### src/rtl/tx_frame_sequencer.sv
// tx_frame_sequencer
//   Feeds the 4:1 dibit mux of the Tx path. Each frame is sent as a preamble,
//   then the payload bytes, then an XOR checksum, one dibit per clock. The
//   mux selects {sB,sA} pick in0 = preamble, in1 = payload, in2 = checksum.
//   Select 11 (idle and payload stall) makes the mux output 0.
//   Every output except tx_ready is registered. Each output register is fed
//   from the next-state values, so a symbol appears on the same edge that
//   enters its state.
//   PREAMBLE_DIBITS must be in the range 1..16.
module tx_frame_sequencer #(
  parameter int unsigned PREAMBLE_DIBITS  = 4,
  parameter logic [1:0]  PREAMBLE_PATTERN = 2'b10
) (
  input  logic       clk,
  input  logic       rst_n,
  input  logic       tx_valid,
  input  logic [7:0] tx_data,
  input  logic       tx_last,
  output logic       tx_ready,
  output logic       sB,
  output logic       sA,
  output logic [1:0] pre_dibit,
  output logic [1:0] data_dibit,
  output logic [1:0] chk_dibit,
  output logic       busy,
  output logic       underrun,
  output logic       frame_done
);

  localparam int CNT_W = $clog2(17);
  localparam logic [CNT_W-1:0] PRE_LOAD = CNT_W'(PREAMBLE_DIBITS - 1);

  localparam logic [2:0] ST_IDLE = 3'd0;
  localparam logic [2:0] ST_PRE  = 3'd1;
  localparam logic [2:0] ST_PAY  = 3'd2;
  localparam logic [2:0] ST_WAIT = 3'd3;
  localparam logic [2:0] ST_CHK  = 3'd4;

  logic [2:0]       state_q, state_d;
  logic [7:0]       shreg_q, shreg_d;
  logic [7:0]       chk_q, chk_d;
  logic             last_q, last_d;
  logic [1:0]       idx_q, idx_d;
  logic [CNT_W-1:0] cnt_q, cnt_d;

  logic [1:0] sel_q, sel_d;
  logic [1:0] pre_dibit_q, pre_dibit_d;
  logic [1:0] data_dibit_q, data_dibit_d;
  logic [1:0] chk_dibit_q, chk_dibit_d;
  logic       busy_q, busy_d;
  logic       underrun_q, underrun_d;
  logic       frame_done_q, frame_done_d;

  // Ready is decoded from the current state: idle, stalled, or on the last
  // dibit of a byte that is not the frame's final byte.
  always_comb begin
    tx_ready = 1'b0;
    case (state_q)
      ST_IDLE: tx_ready = 1'b1;
      ST_WAIT: tx_ready = 1'b1;
      ST_PAY:  tx_ready = (idx_q == 2'd3) && !last_q;
      default: tx_ready = 1'b0;
    endcase
  end

  // Frame sequencing: state transitions, shift register, checksum and counters.
  always_comb begin
    state_d    = state_q;
    shreg_d    = shreg_q;
    chk_d      = chk_q;
    last_d     = last_q;
    idx_d      = idx_q;
    cnt_d      = cnt_q;
    underrun_d = 1'b0;
    case (state_q)
      ST_IDLE: begin
        if (tx_valid) begin
          // The checksum of a new frame starts from the first byte itself.
          shreg_d = tx_data;
          chk_d   = tx_data;
          last_d  = tx_last;
          idx_d   = 2'd0;
          cnt_d   = PRE_LOAD;
          state_d = ST_PRE;
        end
      end
      ST_PRE: begin
        if (cnt_q == '0) begin
          idx_d   = 2'd0;
          state_d = ST_PAY;
        end else begin
          cnt_d = cnt_q - CNT_W'(1);
        end
      end
      ST_PAY: begin
        if (idx_q != 2'd3) begin
          shreg_d = {shreg_q[5:0], 2'b00};
          idx_d   = idx_q + 2'd1;
        end else if (last_q) begin
          // chk_q is left intact so its MSB dibit goes out first.
          idx_d   = 2'd0;
          state_d = ST_CHK;
        end else if (tx_valid) begin
          // Back-to-back byte: continue with no gap.
          shreg_d = tx_data;
          chk_d   = chk_q ^ tx_data;
          last_d  = tx_last;
          idx_d   = 2'd0;
        end else begin
          idx_d      = 2'd0;
          underrun_d = 1'b1;
          state_d    = ST_WAIT;
        end
      end
      ST_WAIT: begin
        if (tx_valid) begin
          shreg_d = tx_data;
          chk_d   = chk_q ^ tx_data;
          last_d  = tx_last;
          idx_d   = 2'd0;
          state_d = ST_PAY;
        end
      end
      ST_CHK: begin
        chk_d = {chk_q[5:0], 2'b00};
        idx_d = idx_q + 2'd1;
        if (idx_q == 2'd3) begin
          state_d = ST_IDLE;
        end
      end
      default: begin
        state_d = ST_IDLE;
      end
    endcase
  end

  // Output values for the coming cycle, taken from the next state so that
  // each registered symbol lines up with the state that produces it.
  always_comb begin
    sel_d        = 2'b11;
    pre_dibit_d  = 2'b00;
    data_dibit_d = 2'b00;
    chk_dibit_d  = 2'b00;
    busy_d       = (state_d != ST_IDLE);
    frame_done_d = 1'b0;
    case (state_d)
      ST_PRE: begin
        sel_d       = 2'b00;
        pre_dibit_d = PREAMBLE_PATTERN;
      end
      ST_PAY: begin
        sel_d        = 2'b01;
        data_dibit_d = shreg_d[7:6];
      end
      ST_CHK: begin
        sel_d        = 2'b10;
        chk_dibit_d  = chk_d[7:6];
        frame_done_d = (idx_d == 2'd3);
      end
      default: begin
        sel_d = 2'b11;
      end
    endcase
  end

  // State and datapath registers; reset discards any partial frame.
  always_ff @(posedge clk or negedge rst_n) begin
    if (!rst_n) begin
      state_q <= ST_IDLE;
      shreg_q <= 8'h00;
      chk_q   <= 8'h00;
      last_q  <= 1'b0;
      idx_q   <= 2'd0;
      cnt_q   <= '0;
    end else begin
      state_q <= state_d;
      shreg_q <= shreg_d;
      chk_q   <= chk_d;
      last_q  <= last_d;
      idx_q   <= idx_d;
      cnt_q   <= cnt_d;
    end
  end

  // Registered mux selects, dibits and status pulses.
  always_ff @(posedge clk or negedge rst_n) begin
    if (!rst_n) begin
      sel_q        <= 2'b11;
      pre_dibit_q  <= 2'b00;
      data_dibit_q <= 2'b00;
      chk_dibit_q  <= 2'b00;
      busy_q       <= 1'b0;
      underrun_q   <= 1'b0;
      frame_done_q <= 1'b0;
    end else begin
      sel_q        <= sel_d;
      pre_dibit_q  <= pre_dibit_d;
      data_dibit_q <= data_dibit_d;
      chk_dibit_q  <= chk_dibit_d;
      busy_q       <= busy_d;
      underrun_q   <= underrun_d;
      frame_done_q <= frame_done_d;
    end
  end

  assign sB         = sel_q[1];
  assign sA         = sel_q[0];
  assign pre_dibit  = pre_dibit_q;
  assign data_dibit = data_dibit_q;
  assign chk_dibit  = chk_dibit_q;
  assign busy       = busy_q;
  assign underrun   = underrun_q;
  assign frame_done = frame_done_q;

endmodule
### config.mk
export PLATFORM = sky130hd
export DESIGN_NAME = tx_frame_sequencer
export DESIGN_NICKNAME = d
export VERILOG_FILES = /design/src/rtl/tx_frame_sequencer.sv
export SDC_FILE = /design/constraint.sdc
export NUM_CORES = 1
export LEC_CHECK = 0
export ABC_CLOCK_PERIOD_IN_PS = 5300
export CAP_MARGIN = 15
export CORE_MARGIN = 2
export CORE_UTILIZATION = 34
export CTS_CLUSTER_DIAMETER = 100
export DETAILED_ROUTE_END_ITERATION = 8
export SLEW_MARGIN = 20
export SYNTH_ARGS = -nofsm -noshare
export SYNTH_HDL_FRONTEND = slang
export SYNTH_SLANG_ARGS = --single-unit
export TNS_END_PERCENT = 1
### constraint.sdc
create_clock -name clk -period 5.3 [get_ports clk]
set_input_delay 0.795 -clock clk [delete_from_list [all_inputs] [get_ports clk]]
set_output_delay 0.795 -clock clk [all_outputs]
set_load 0.005 [all_outputs]
Word level (Yosys, flattened, before mapping)

Cells that the tools add are included.

Flip-flop bits (word level): 38
Logic and storage cells: 86

Add/sub/neg operators: 2
Equality and inequality tests: 16
Multiplexer cells: 39
Bitwise gates (word level): 1
Reductions and logical operators: 13

Operator list:

| operator              | number |
|---|---|
| $mux W8               | 7 |
| $pmux W8 S4           | 1 |
| $mux W3               | 7 |
| $pmux W8 S2           | 1 |
| $pmux W3 S5           | 1 |
| $mux W2               | 6 |
| $mux W5               | 2 |
| $ne A2 B2 Y1 const B  | 5 |
| $pmux W5 S2           | 1 |
| $eq A3 B2 Y1 const B  | 3 |
| $mux W1               | 9 |
| $pmux W2 S4           | 1 |
| $xor A8 B8 Y8         | 1 |
| $eq A3 B1 Y1 const B  | 2 |
| $eq A3 B3 Y1 const B  | 2 |
| $pmux W2 S3           | 1 |
| $reduce_and A3 Y1     | 2 |
| $logic_not A5 Y1      | 1 |
| $sub A5 B1 Y5 const B | 1 |
| $eq A2 B2 Y1 const B  | 2 |
| $pmux W1 S2           | 2 |
| $reduce_and A4 Y1     | 1 |
| $reduce_bool A2 Y1    | 2 |
| $reduce_bool A4 Y1    | 1 |
| 9 further kinds       | 9 |

Depth between registers and ports, before layout

Depth after elaboration: 6
Mapped depth: 7
Depth with buffers taken out: 7

Least setup slack after synthesis

No wires, ideal clock.

Path type: in2reg
Start point: in tx_valid
End point: reg data_dibit_q[0], in the netlist data_dibit[0]
Library setup time: 0.128 ns
Arrival: 1.987 ns
Data required time: 5.172 ns
Path slack: 3.185 ns
Cell stages on the path: 5
Path buffers: 1
Cell sequence: buf_2 > mux2_4 > maj3_2 > o32a_1 > nor3b_2

RTL lines:

| what                 | RTL line     | RTL |
|---|---|---|
| from (decl)          | 16           | `input logic tx_valid,` |
| $mux W8 (*)          | 77, 103, 116 |  |
| $mux W8              | 99           | `end else if (last_q) begin` |
| $mux W8              | 96           | `if (idx_q != 2'd3) begin` |
| $pmux W8 S2 (*)      | 75           | `case (state_q)` |
| via shreg_d[6]       | 40           | `logic [7:0] shreg_q, shreg_d;` |
| $mux W2 (*)          | 146          | `case (state_d)` |
| via data_dibit_d[0]  | 48           | `logic [1:0] data_dibit_q, data_dibit_d;` |
| to (signal assigned) | 198          | `data_dibit_q <= data_dibit_d;` |
| to (decl)            | 48           |  |

Mark *: on every way through the listed nets, which the timed path passes. The rest lies on a longest branch. The select of a mux whose other input is x is not followed.
A chain may end at the register's enable or synchronous reset.

Final worst setup path

Start point: reg state_q[1]
End point: out tx_ready

Longest elaborated chain between the ends: 3

RTL lines:

| what                                             | RTL line | RTL |
|---|---|---|
| from (decl)                                      | 39       | `logic [2:0] state_q, state_d;` |
| from (signal assigned)                           | 176      | `state_q <= state_d;` |
| $eq A3 B2 Y1 or $logic_not A3 Y1 (tied branches) | 58       | `case (state_q)` |
| $reduce_or A2 Y1 (no source line)                | --       |  |
| $pmux W1 S2 (*)                                  | 58       |  |
| to (decl)                                        | 19       | `output logic tx_ready,` |

Every way passes the cells marked *; elsewhere a longest branch is shown, timed or not.

==> metrics.md <==
| Metric | Value |
|---|---|
| Clk slew on worst S/H paths | `0.08 ns` |
| H-tree Lvls | `2` |
| Normalized max-slew margin | `36.1%` |
| Critical path type | `reg -> out` |
| Status | `finished, final reports clean` |
| CTS tree | `built` |
| Largest vdd supply drop | `0.133 mV` |
| Total grt overflow | `0` |
| Layout Skew | `0.0116 ns` |
| Gr usage total | `14.9%` |
| Cts hold-fix bufs | `0` |
| DRC viols | `0` |
| Crit path launch type | `register` |
| Die Wd | `83.7 um` |
| Initial core utilization | `34.6%` |
| Primary FF master, synth | `dfrtp_1` |
| Die height | `83.7 um` |
| Period utilization | `57.3%` |
| Number of global-route vias before repair | `1,632` |
| Setup Buffers After CTS | `0` |
| Skew-Pair Late Insertion Delay | `0.29 ns` |
| Critical Path Fanout Max | `27` |
| Max cap viols | `0` |
| Dpl cell area | `0.00238 mm2` |
| Row count | `29` |
| CTS Buf Count | `5` |
| First-pass GRT wire length | `8.47 mm` |
| Fin. max-slew vios | `0` |
| Yosys cell types | `63` |
| # nets final | `251` |
| Core area | `0.00624 mm2` |
| N_diodes | `0` |
| # fillers | `634` |
| Die area | `0.00700 mm2` |
| Final min period | `3.04 ns` |
| Final setup fails | `0` |
| F_max | `0.329 GHz` |
| Post-synthesis register bit count | `37` |
| Total wire length | `5.00 mm` |
| Largest net degree at the start of global routing | `38` |
| Asr flop ratio synth | `100%` |
| Vias | `1,759` |
| # resized after CTS | `0` |
| I/O Buffers | `22` |
| Number of flops mapped to enable cells by yosys | `0` |
| Area of the multi-input gates | `0.00108 mm2` |
| Clock Path Buffers | `2` |
| Synthesized area | `0.00216 mm2` |
| Clock Sinks | `37` |
| Post-Syn Instances | `223` |
| Storage element area | `928 um2` |
| Layout cell share with drive strength beyond 1 | `11.0%` |
| Finished Cell Area | `0.00248 mm2` |
| Ys Warns | `0` |
| PD cells | `473 mW/mm2` |
| WHS | `0.515 ns` |
| Routability cong. | `0.810` |
| Root Buffer | `clkbuf_8` |
| Wire per inst | `15.9 um` |
| Router iterations before antenna repair | `4` |
| Initial DRC Count | `163` |
| Slew @ Worst Pin | `0.955 ns` |
| Worst Hold Class | `reg -> reg` |
| Worst path arrival time | `2.24 ns` |
| Fin. Hold Viols | `0` |
| Dpl hpwl | `3.34 mm` |
| Unrepaired setup endpoints after global routing | `false` |
| Post-synth net total | `238` |
| Worst setup margin | `2.26 ns` |
| Routed Antenna Nets | `0` |
| Sequential area share after synthesis | `43.0%` |
| Initial antenna violation count | `0` |
| Via density | `5.60` |
| Post-Place Setup Slack | `2.15 ns` |
| Post-route setup TNS | `0 ns` |
| IO Count | `24` |
| Critical path required time | `4.51 ns` |
| Synthesis-to-layout area growth | `14.7%` |
| Leak pwr | `0.00100 uW` |
| Worst Setup End Kind | `output port` |
| Syn Area/Cell | `9.68 um2` |
-- metrics by stage --
stage / cells / total power (uW) / util (%)
after global placement: 306 / 959 / 38.2
after CTS: 314 / 1180 / 39.7
final: 314 / 1170 / 39.7
after global routing: 314 / 1270 / 39.7
after detailed placement: 306 / 968 / 38.2
after floorplan: 223 / 832 / -
-- final cells by class --
| cell class | count | share of cell area, % |
|---|---|---|
| sequential | 37 | 37.5 |
| multi-input combinational | 153 | 43.6 |
| tap | 77 | 3.89 |
| clock buffer | 7 | 3.49 |
| clock inverter | 1 | 0.303 |
| timing repair buffer | 22 | 8.69 |
| inverter | 17 | 2.58 |
-- Yosys cell counts, types with 4 or more instances --
cell      instances  area share, %
o21ai_0          14            3.2
inv_1            16            2.8
buf_2             7            1.6
a31oi_1           4            1.2
a211oi_1          5            1.7
a22oi_1           5            1.7
a21oi_1          12            2.8
nor3b_1           4            1.4
nor3_1            6            1.4
nand2_1           8            1.4
nor2b_1           4            1.2
nand2b_1          4            1.2
or3_1             5            1.4
dfrtp_1          35             41
nor2_1           12            2.1
-- per-layer routing --
metal	global-route usage [%]	wire (um)	vias up
met5	0	0	-
met4	5.13	115	0
met3	3.36	184	10
met2	20.7	2240	41
met1	22.5	2460	859
li1	-	-	849
-- where the power goes --
group | switching [uW] | total [uW] | internal (uW) | leakage [uW]
clock network | 103 | 209 | 106 | 0.0000445
registers | 116 | 509 | 393 | 0.000453
logic | 228 | 453 | 225 | 0.000504
-- cell families after synthesis --
logic type / synth area share [%]
compound gates: 24.4
simple gates: 20.3
flops: 43.0
buf+inv: 7.01
fa+ha+maj: 2.78
mux: 1.86
other cells: 0.174
xor+xnor: 0.406
-- flip-flops by register name (all words and copies together), names as in the netlist --
signal,count
chk_q,8
shreg_q,8
cnt_q,5
state_q,3
chk_dibit,2
data_dibit,2
idx_q,2
sel_q,2
busy,1
frame_done,1
last_q,1
pre_dibit,1
underrun,1
-- worst max-delay path: stages, from the launching register on --
cell	delay, ns
dfrtp_1	0.88
nor2b_1	0.45
a211oi_1	0.14
clkdlybuf4s50_1	0.49
-- final timing paths --
check | from | endpoint | slack [ns] | cells after the start
max reg2reg | state_q[1] | chk_q[5] | 2.93 | 4
min reg2reg | chk_q[2] | chk_q[2] | 0.51 | 1
max in group asynchronous | rst_n | underrun | 4.16 | 1
min | chk_q[2] | chk_q[2] | 0.51 | 1
max | state_q[1] | tx_ready | 2.26 | 3
min in group asynchronous | rst_n | cnt_q[0] | 0.59 | 1
-- placed cells by master (no fill, tap or decap), drive strengths merged, types with 6 or more instances in the layout --
cell type and instances:
dfrtp 35, nor2 13, clkdlybuf4s50 21, a211oi 6, nor3b 6, o21ai 16
clkbuf 7, inv 16, nor3 6, a21oi 14, nand2 8
Power figures use the tool's default switching activity.
